[config.mk]
export PLATFORM = sky130hd
export DESIGN_NAME = branch_resolve
export DESIGN_NICKNAME = d
export VERILOG_FILES = /design/src/rtl/branch_resolve.sv
export SDC_FILE = /design/constraint.sdc
export NUM_CORES = 1
export LEC_CHECK = 0
export CELL_PAD_IN_SITES_DETAIL_PLACEMENT = 1
export CELL_PAD_IN_SITES_GLOBAL_PLACEMENT = 1
export CORE_ASPECT_RATIO = 1.75
export CORE_MARGIN = 1
export CORE_UTILIZATION = 45
export CTS_CLUSTER_DIAMETER = 80
export DETAILED_ROUTE_END_ITERATION = 10
export PLACE_DENSITY = 0.92
export SETUP_SLACK_MARGIN = 0.05
export SLEW_MARGIN = 20
export SYNTH_ARGS = -nofsm -noshare
export SYNTH_HDL_FRONTEND = slang
export SYNTH_SLANG_ARGS = --single-unit
[constraint.sdc]
create_clock -name clk -period 9.5 [get_ports clk]
set_input_delay 1.425 -clock clk [delete_from_list [all_inputs] [get_ports clk]]
set_output_delay 1.425 -clock clk [all_outputs]
set_load 0.005 [all_outputs]
[src/rtl/branch_resolve.sv]
// rtl/branch_resolve.sv - execute-stage branch resolution, PC redirect, flush control and 2-bit BHT
// Optional feature macro: BRANCH_STATS_EN (adds stat_branches / stat_mispredicts counters)

module branch_resolve #(
    parameter int XLEN         = 32,
    parameter int BHT_IDX_BITS = 6,
    parameter int FLUSH_CYCLES = 2
) (
    input  logic            clk,
    input  logic            reset_n,
    input  logic            ex_valid,
    input  logic            ex_is_branch,
    input  logic            ex_is_jal,
    input  logic            ex_is_jalr,
    input  logic [2:0]      ex_funct3,
    input  logic [XLEN-1:0] ex_pc,
    input  logic [XLEN-1:0] ex_imm,
    input  logic [XLEN-1:0] ex_rs1,
    input  logic            ex_pred_taken,
    output logic            BrUn,
    input  logic            BrEq,
    input  logic            BrLT,
    output logic            redirect_valid,
    input  logic            redirect_ready,
    output logic [XLEN-1:0] redirect_pc,
    output logic            flush,
    output logic            stall_ex,
    input  logic [XLEN-1:0] if_pc,
    output logic            if_pred_taken
`ifdef BRANCH_STATS_EN
    ,
    output logic [31:0]     stat_branches,
    output logic [31:0]     stat_mispredicts
`endif
);

    localparam int BHT_ENTRIES = 1 << BHT_IDX_BITS;
    localparam int CNT_W       = (FLUSH_CYCLES > 1) ? $clog2(FLUSH_CYCLES) : 1;
    localparam int FLUSH_LOAD  = (FLUSH_CYCLES > 0) ? FLUSH_CYCLES - 1 : 0;

    typedef enum logic [1:0] {
        S_IDLE     = 2'd0,
        S_REDIRECT = 2'd1,
        S_FLUSH    = 2'd2
    } state_t;

    state_t                  state_q, state_d;
    logic [XLEN-1:0]         redirect_pc_q, redirect_pc_d;
    logic [CNT_W-1:0]        flush_cnt_q, flush_cnt_d;
    logic [1:0]              bht_q [BHT_ENTRIES];
    logic [1:0]              bht_d [BHT_ENTRIES];

    logic                    taken;
    logic                    legal;
    logic                    resolve;
    logic                    is_jump;
    logic                    br_res;
    logic                    mispredict;
    logic [BHT_IDX_BITS-1:0] ex_idx;
    logic [BHT_IDX_BITS-1:0] if_idx;
    logic [XLEN-1:0]         pc_plus_imm;
    logic [XLEN-1:0]         pc_plus_4;
    logic [XLEN-1:0]         rs1_plus_imm;
    logic                    unused_if_pc;

    assign BrUn         = ex_funct3[1];
    assign pc_plus_imm  = ex_pc + ex_imm;
    assign pc_plus_4    = ex_pc + XLEN'(4);
    assign rs1_plus_imm = ex_rs1 + ex_imm;
    assign ex_idx       = ex_pc[BHT_IDX_BITS+1:2];
    assign if_idx       = if_pc[BHT_IDX_BITS+1:2];
    assign unused_if_pc = ^if_pc;

    // Branch condition decode; funct3 010/011 are not branches and are flagged illegal.
    always_comb begin
        taken = 1'b0;
        legal = 1'b1;
        case (ex_funct3)
            3'b000:  taken = BrEq;
            3'b001:  taken = !BrEq;
            3'b100:  taken = BrLT;
            3'b101:  taken = !BrLT;
            3'b110:  taken = BrLT;
            3'b111:  taken = !BrLT;
            default: legal = 1'b0;
        endcase
    end

    assign resolve    = (state_q == S_IDLE) && ex_valid;
    assign is_jump    = ex_is_jal || ex_is_jalr;
    assign br_res     = resolve && ex_is_branch && legal;
    assign mispredict = br_res && (taken != ex_pred_taken);

    // Redirect/flush FSM next state; jumps take priority over branch mispredicts.
    always_comb begin
        state_d       = state_q;
        redirect_pc_d = redirect_pc_q;
        flush_cnt_d   = flush_cnt_q;
        case (state_q)
            S_IDLE: begin
                if (resolve && is_jump) begin
                    redirect_pc_d = ex_is_jal ? pc_plus_imm : {rs1_plus_imm[XLEN-1:1], 1'b0};
                    state_d       = S_REDIRECT;
                end else if (mispredict) begin
                    redirect_pc_d = taken ? pc_plus_imm : pc_plus_4;
                    state_d       = S_REDIRECT;
                end
            end
            S_REDIRECT: begin
                if (redirect_ready) begin
                    if (FLUSH_CYCLES > 0) begin
                        flush_cnt_d = FLUSH_LOAD[CNT_W-1:0];
                        state_d     = S_FLUSH;
                    end else begin
                        state_d = S_IDLE;
                    end
                end
            end
            S_FLUSH: begin
                if (flush_cnt_q == '0) begin
                    state_d = S_IDLE;
                end else begin
                    flush_cnt_d = flush_cnt_q - CNT_W'(1);
                end
            end
            default: state_d = S_IDLE;
        endcase
    end

    // BHT saturating-counter update for legal branches resolved in IDLE.
    always_comb begin
        bht_d = bht_q;
        if (br_res) begin
            if (taken && (bht_q[ex_idx] != 2'b11)) begin
                bht_d[ex_idx] = bht_q[ex_idx] + 2'b01;
            end else if (!taken && (bht_q[ex_idx] != 2'b00)) begin
                bht_d[ex_idx] = bht_q[ex_idx] - 2'b01;
            end
        end
    end

    // State, redirect target, flush counter and BHT registers.
    always_ff @(posedge clk or negedge reset_n) begin
        if (!reset_n) begin
            state_q       <= S_IDLE;
            redirect_pc_q <= '0;
            flush_cnt_q   <= '0;
            for (int i = 0; i < BHT_ENTRIES; i++) begin
                bht_q[i] <= 2'b01;
            end
        end else begin
            state_q       <= state_d;
            redirect_pc_q <= redirect_pc_d;
            flush_cnt_q   <= flush_cnt_d;
            bht_q         <= bht_d;
        end
    end

    assign redirect_valid = (state_q == S_REDIRECT);
    assign stall_ex       = (state_q == S_REDIRECT);
    assign flush          = (state_q != S_IDLE);
    assign redirect_pc    = redirect_pc_q;
    assign if_pred_taken  = bht_q[if_idx][1];

`ifdef BRANCH_STATS_EN
    logic [31:0] stat_br_q, stat_br_d;
    logic [31:0] stat_mis_q, stat_mis_d;

    // Saturating resolution and mispredict counters; jumps are excluded.
    always_comb begin
        stat_br_d  = stat_br_q;
        stat_mis_d = stat_mis_q;
        if (br_res && (stat_br_q != 32'hFFFF_FFFF)) begin
            stat_br_d = stat_br_q + 32'd1;
        end
        if (mispredict && (stat_mis_q != 32'hFFFF_FFFF)) begin
            stat_mis_d = stat_mis_q + 32'd1;
        end
    end

    // Statistics registers.
    always_ff @(posedge clk or negedge reset_n) begin
        if (!reset_n) begin
            stat_br_q  <= '0;
            stat_mis_q <= '0;
        end else begin
            stat_br_q  <= stat_br_d;
            stat_mis_q <= stat_mis_d;
        end
    end

    assign stat_branches    = stat_br_q;
    assign stat_mispredicts = stat_mis_q;
`endif

endmodule

==> metrics.txt, run 1 <==
initial antenna violation count 0; Total Negative Setup Slacks 0 ns; EDFF count, synth 0; Max IR drop VDD 0.137 mV; I/O pin count 178; number of I/O port buffers 151; CTS hold repair buffers 0; worst min-delay path class register to register; cell taking the most area after synthesis dfrtp_1; start point of the critical path ex_pc[4]; gate count of the mapped netlist 1365; Area contributors post-synth dfrtp_1 (20%), dfstp_2 (13%), ha_1 (6.4%); Detailed Route WL 51800 um; count of state elements after synthesis 163; maximum clock skew at final layout approximately 0.011 ns; global-route wire length before repair 78500 um; Avg Cell Area, Syn 9.21 sq um; Final Wtd Congestion 1.00; Setup Crit Path Kind input port to register; async set-or-reset flop fraction in the synthesized netlist 1.00; part of the cycle the worst path needs 0.690; leakage power figure between 0.006 and 0.007 uW; Worst-path clk slew ~0.07 ns; starting density of the core 0.460; clk_lat worst skew 0.45 ns; clock root buffer clkbuf_16; synthesized netlist net count ~1.6k; number of remaining DRC errors 0; net count reported at finish 1693; number of core rows 80; Data required, critical path roughly 9.8 ns; number of placed instances with taps included 1836; power density of the placed cells 175 nW/um^2; post-synth design cell area approximately 13000 sq um; fraction of layout cells with a size suffix above 1 0.175; Avg Vias per Cell 6.75; total count of hold-check failures in the final report 0; proportion of netlist area held by the largest area contributor 0.197; clock tree from TritonCTS done; headroom to the max-slew limit 0.148; Critical Path Sink Type register; number of H-tree branching levels 4; final antenna-violating net count 0; Finished Layout Cells between 1.5k and 2k; number of max-cap violations 0; Main synth FF type dfrtp_1; via count of the first global-routing pass 13.8k; length in cells of the worst reg-to-reg path 10; Starting DRT DRC Count 952; count of instances resized after the clock tree is built 0; register area share after synthesis 0.331; result of the run complete, no violations; slew at the pin closest to its max-slew limit 1.27 ns; synthesis-to-finish area growth 18.4%; total iterations of the first detailed-routing run 5; residual overflow from global routing 0; RSZ-0062 raised after global routing false; routed via count 12.6k; upper clock frequency limit 152 MHz; number of warnings issued by yosys 0; Core Region 27300 sq um; worst hold stages 2; element type at the critical path start input port; # setup viols final 0; final antenna diode count 0; width of the die 128 um; aggregate global-route resource usage 0.370; die outline height roughly 220 um; Final Max Slew Viols 0; flop2flop setup slack approximately 5.3 ns; die area roughly 29000 sq um; capture point of the worst reg-to-reg path bht_q[45]; CTS buffer count 17; wire length per cell ~28 um; Critical Path Fanout Max 18; Clock Path Buffers 2; Post-CTS Setup Inserts 0; largest net degree at the start of global routing 99; number of library cell types mapped by synthesis 87; time the final worst path needs with I/O delays and setup 6.56 ns; Data arrival, critical path 6.89 ns; number of sinks on the clock net 163; HPWL reported at the end of detailed placement 37200 um
-- worst max path at each step --
stage	to	slack [ns]	depth (start not counted)
5_1_grt	bht_q[45]	2.96	13
6_report	bht_q[45]	2.94	13
3_5_place_dp	bht_q[77]	2.94	13
4_1_cts	if_pred_taken	3.15	5
3_3_place_gp	bht_q[71]	3.22	12
2_1_floorplan	if_pred_taken	4.67	5
-- power by group --
| part | total [uW] | switching (uW) | internal [uW] |
|---|---|---|---|
| Combinational | 972 | 554 | 418 |
| Clock | 726 | 329 | 397 |
| Sequential | 901 | 88.3 | 812 |
| Total | 2600 | 972 | 1630 |
-- cell usage in the layout, fill, tap and decap left out, types with 6 or more instances in the layout --
master           count
nand2_1            202
clkdlybuf4s50_1    149
dfrtp_1             99
nor2_1              76
a21oi_1             73
o21ai_0             73
ha_1                64
dfstp_2             64
mux2_2              53
o21ai_2             50
a22oi_1             41
xor2_1              39
a21o_1              38
o22ai_1             33
xnor2_1             31
nand4_1             29
nand3_1             22
mux4_2              21
and3_1              19
a31oi_1             19
buf_4               18
inv_1               17
o211ai_1            17
clkbuf_16           17
nor3_1              15
and2_1              12
mux2_1              12
nor3b_1             10
nand2b_1            10
a211oi_1            10
o21a_1               9
a211o_1              9
a2111oi_0            8
or4_1                7
or3_1                6
o21ai_1              6
o21bai_1             6
inv_6                6
-- area by class of cell --
type	count	area (sq um)
Inverter	18	67.6
Multi-Input combinational cell	1117	7960
Timing Repair Buffer	169	1640
Clock buffer	18	429
Fill cell	3103	12400
Tap cell	369	462
Sequential cell	163	4160
Clock inverter	14	169
-- through the flow --
step | hold slack (ns) | util | total power (uW) | cell area, sq um | setup slack, ns
5_1_grt | 0.489 | 0.545 | 2700 | 14900 | 2.96
3_5_place_dp | 0.467 | 0.523 | 1850 | 14300 | 2.94
4_1_cts | 0.475 | 0.545 | 2580 | 14900 | 3.15
3_3_place_gp | 0.459 | 0.523 | 1810 | 14300 | 3.22
2_1_floorplan | 0.456 | - | 1410 | 12600 | 4.67
6_report | 0.473 | 0.545 | 2600 | 14900 | 2.94
-- critical path, cell delays in order --
cell,delay [ns]
clkdlybuf4s50_1,0.82
nand2_1,0.30
or2_1,0.67
o22ai_1,0.21
or4_1,0.57
a22oi_1,0.40
nand4_1,0.26
ha_1,0.27
nor2_1,0.13
o21ai_2,0.14
nor2_1,0.99
nand2_1,0.33
mux2_2,0.37
-- metal layers --
| metal | global-route usage | up-vias | wire (um) | share of wire |
|---|---|---|---|---|
| met1 | 0.340 | 6167 | 16200 | 0.31 |
| met5 | 0 | - | 0 | 0 |
| li1 | - | 5391 | - | - |
| met3 | 0.0794 | 340 | 3450 | 0.067 |
| met2 | 0.653 | 711 | 26400 | 0.51 |
| met4 | 0.364 | 0 | 5780 | 0.11 |
-- synthesized netlist by cell type (10+ instances only) --
cell type,instances
nand2_1,202
dfrtp_1,99
nor2_1,78
o21ai_0,74
a21oi_1,73
dfstp_2,64
ha_1,64
mux2_2,53
o21ai_2,50
a22oi_1,41
xor2_1,39
a21o_1,38
clkbuf_1,34
o22ai_1,33
xnor2_1,32
nand4_1,29
nand3_1,22
mux4_2,21
a31oi_1,19
and3_1,19
inv_1,17
o211ai_1,17
buf_2,16
nor3_1,15
and2_1,12
mux2_1,12
a211oi_1,10
nand2b_1,10
nor3b_1,10
-- kinds of logic after synthesis --
| group | count (synthesis) | synth area share |
|---|---|---|
| AND/OR/NAND/NOR | 447 | 0.173 |
| AO/OA/AOI/OAI | 446 | 0.246 |
| flip-flops | 163 | 0.331 |
| multiplexers | 87 | 0.0966 |
| buffers and inverters | 85 | 0.0371 |
| XOR/XNOR | 71 | 0.0495 |
| adder cells (fa/ha/maj) | 66 | 0.0669 |
(Power assumes the default switching activity.)
==> inputs of run 2 (changes only) <==
--- a/config.mk
+++ b/config.mk
@@ -9,10 +9,10 @@
 export CELL_PAD_IN_SITES_GLOBAL_PLACEMENT = 1
 export CORE_ASPECT_RATIO = 1.75
 export CORE_MARGIN = 1
-export CORE_UTILIZATION = 45
+export CORE_UTILIZATION = 43
 export CTS_CLUSTER_DIAMETER = 80
 export DETAILED_ROUTE_END_ITERATION = 10
-export PLACE_DENSITY = 0.92
+export PLACE_DENSITY = 0.89
 export SETUP_SLACK_MARGIN = 0.05
 export SLEW_MARGIN = 20
 export SYNTH_ARGS = -nofsm -noshare
==> constraint.sdc (replaced) <==
create_clock -name clk -period 6.7 [get_ports clk]
set_input_delay 1.005 -clock clk [delete_from_list [all_inputs] [get_ports clk]]
set_output_delay 1.005 -clock clk [all_outputs]
set_load 0.005 [all_outputs]
==> run 2 against run 1 <==
  * Count of clock-buffer cells in the layout unchanged
  * Largest cell class unchanged
  * Critical path type unchanged
  * Register-to-register slack worse by 2.5 ns
  * Utilization decreased by 2.2 points
  * Highest routed layer unchanged
  * Critical path depth stayed put
  * Design area up 0.79%
  * Global-route usage fell by 3.2 points
  * Wire length shrank 3.7%
==> metrics.txt, run 2 (synthesis gave the netlist of run 1 again) <==
result of the run complete, no violations; worst hold stages 2 (unchanged); number of max-cap violations 0 (unchanged); HPWL reported at the end of detailed placement 37700 um (+1.2%); die outline height 228 um (+2.3%); Avg Vias per Cell 6.51 (-3.6%); Final Wtd Congestion 0.999 (about the same); Critical Path Fanout Max 18 (unchanged); power density of the placed cells 248 nW/um^2 (+42%); maximum clock skew at final layout 0.00854 ns (-0.00285 ns); aggregate global-route resource usage 0.337 (-0.0325); worst min-delay path class register to register; number of I/O port buffers 151 (unchanged); Internal Power 2350 uW (+45%); final antenna-violating net count 0 (unchanged); CP max stage delay 0.96 ns (-0.03 ns); element type at the critical path start input port; cell seen most often among critical-path stages nor2_1; most common cell after layout, fill and taps aside nand2_1; routed via count 12.3k (-2.6%); final antenna diode count 0 (unchanged); Critical Path Sink Type register; combinational share of power 0.368 (-0.006); initial antenna violation count 0 (unchanged); Data required, critical path 7.04 ns (-2.79 ns); Max IR drop VDD 0.203 mV (+48%); headroom to the max-slew limit 0.265 (+0.117); total net switching power 1370 uW (+41%); net count reported at finish 1702 (+0.53%); number of sinks on the clock net 163 (unchanged); Setup Crit Path Kind input port to register; count of instances resized after the clock tree is built 0 (unchanged); # setup viols final 0 (unchanged); Data arrival, critical path 5.95 ns (-0.94 ns); chain of cells forming the critical path clkdlybuf4s50_1 -> or3b_1 -> o22ai_1 -> or4_1 -> a22oi_1 -> nand4_1 -> ha_1 -> nor2_1 -> o21ai_2 -> nor2_1 -> buf_4 -> nand2_1 -> mux2_1; critical path's slowest cell clkdlybuf4s50_1; Core Region 28700 sq um (+5.1%); global-route wire length before repair 76600 um (-2.3%); Total Negative Setup Slacks 0 ns (unchanged); sum of routed wire segments on met1 16200 um (about the same); length in cells of the worst reg-to-reg path 11 (+1); fraction of layout cells with a size suffix above 1 0.181 (+0.00558); clk_lat worst skew 0.46 ns (about the same); total power 3730 uW (+43%); part of the cycle the worst path needs 0.836; fillers 3266 (+5.3%); leakage power figure 0.00611 uW (+0.93%); I/O pin count 178 (unchanged); relative contribution of sequential cells to total power 0.342 (-0.004); instance count on the critical path 13 (unchanged); amount of wire on met3 after detailed routing 2540 um (-26%); net switching share of the total power 0.368 (-0.00567); total count of hold-check failures in the final report 0 (unchanged); commonest cells after routing, fill and taps aside nand2_1 (202), clkdlybuf4s50_1 (150), dfrtp_1 (99), nor2_1 (76); synthesis-to-finish area growth 19.4%; worst path bufs/invs 2 (+1); wire length per cell 26.5 um (-4.6%); Final Max Slew Viols 0 (unchanged); time the final worst path needs with I/O delays and setup 5.60 ns; Largest delay share family, worst path simple AND/OR/NAND/NOR gates; Clock Path Buffers 2 (unchanged); via count of the first global-routing pass 13.5k (-2.5%); clock tree from TritonCTS done; Starting DRT DRC Count 773 (-19%); upper clock frequency limit 179 MHz; width of the die 131 um (+2.3%); Detailed Route WL 49900 um (-3.7%); CTS buffer count 17 (unchanged); largest net degree at the start of global routing 98 (-1.0%); number of remaining DRC errors 0 (unchanged); slew at the pin closest to its max-slew limit 1.10 ns (-0.171 ns); number of H-tree branching levels 4 (unchanged); CTS hold repair buffers 0 (unchanged); RSZ-0062 raised after global routing false; starting density of the core 0.438 (-0.0224); die area 30000 sq um (+4.6%); residual overflow from global routing 0 (unchanged); Worst-path clk slew 0.07 ns (about the same); Post-CTS Setup Inserts 0 (unchanged); uppermost metal layer occupied by signal nets met4; number of core rows 82 (+2.5%); clock root buffer clkbuf_16; total iterations of the first detailed-routing run 5 (unchanged); met2 wire length 26400 um (+0.19%); Clk network pwr share 0.290 (+0.011)
run 2: cell count changes in the layout (fill, tap and decap cells not counted), sizes merged:
cell,before,now
buf,20,28
bufinv,2,3
clkdlybuf4s50,149,150
clkinv,4,1
clkinvlp,0,3
inv,26,25
run 2: worst paths after layout:
path                           from        end  slack, ns
min in group asynchronous   reset_n  bht_q[73]       0.66
setup / recovery           ex_pc[4]   bht_q[7]       1.10
hold / removal             register   register       0.47
max in group asynchronous   reset_n   bht_q[3]       4.58
setup reg to reg           register   bht_q[7]       2.76
hold reg to reg            register   register       0.47
run 2: worst min-delay path, stage by stage (launching register included):
cell and delay [ns]:
dfstp_2 0.37, nand2_1 0.06, o21ai_2 0.05
run 2: power groups by stage:
stage / Sequential [uW] / Combinational [uW] / Clock [uW]
6_report: 1270 / 1370 / 1080
5_1_grt: 1290 / 1470 / 1120
4_1_cts: 1270 / 1360 / 1090
3_5_place_dp: 1290 / 1350 / 0
3_3_place_gp: 1280 / 1300 / 0
2_1_floorplan: 1250 / 751 / 0
run 2: final cells by class:
cell class / count / area, sq um / share of cell area
Timing Repair Buffer: 178 / 1720 / 0.114
Multi-Input combinational cell: 1117 / 7960 / 0.531
Inverter: 18 / 67.6 / 0.00450
Tap cell: 378 / 473 / 0.0315
Sequential cell: 163 / 4160 / 0.277
Clock buffer: 18 / 439 / 0.0293
Clock inverter: 14 / 189 / 0.0126
run 2: per-stage QoR:
step / hold WS [ns] / util / area [sq um] / cells / setup WS (ns)
6_report: 0.473 / 0.522 / 15000 / 1886 / 1.10
5_1_grt: 0.486 / 0.522 / 15000 / 1886 / 1.08
4_1_cts: 0.475 / 0.522 / 15000 / 1886 / 1.39
3_5_place_dp: 0.465 / 0.501 / 14400 / 1854 / 1.02
3_3_place_gp: 0.459 / 0.500 / 14400 / 1854 / 1.20
2_1_floorplan: 0.456 / - / 12600 / 1365 / 2.71
run 2: metal layers:
layer | track usage | vias up
met4 | 0.293 | 0
met3 | 0.0556 | 227
met5 | 0 | -
met2 | 0.625 | 558
li1 | - | 5412
met1 | 0.318 | 6080
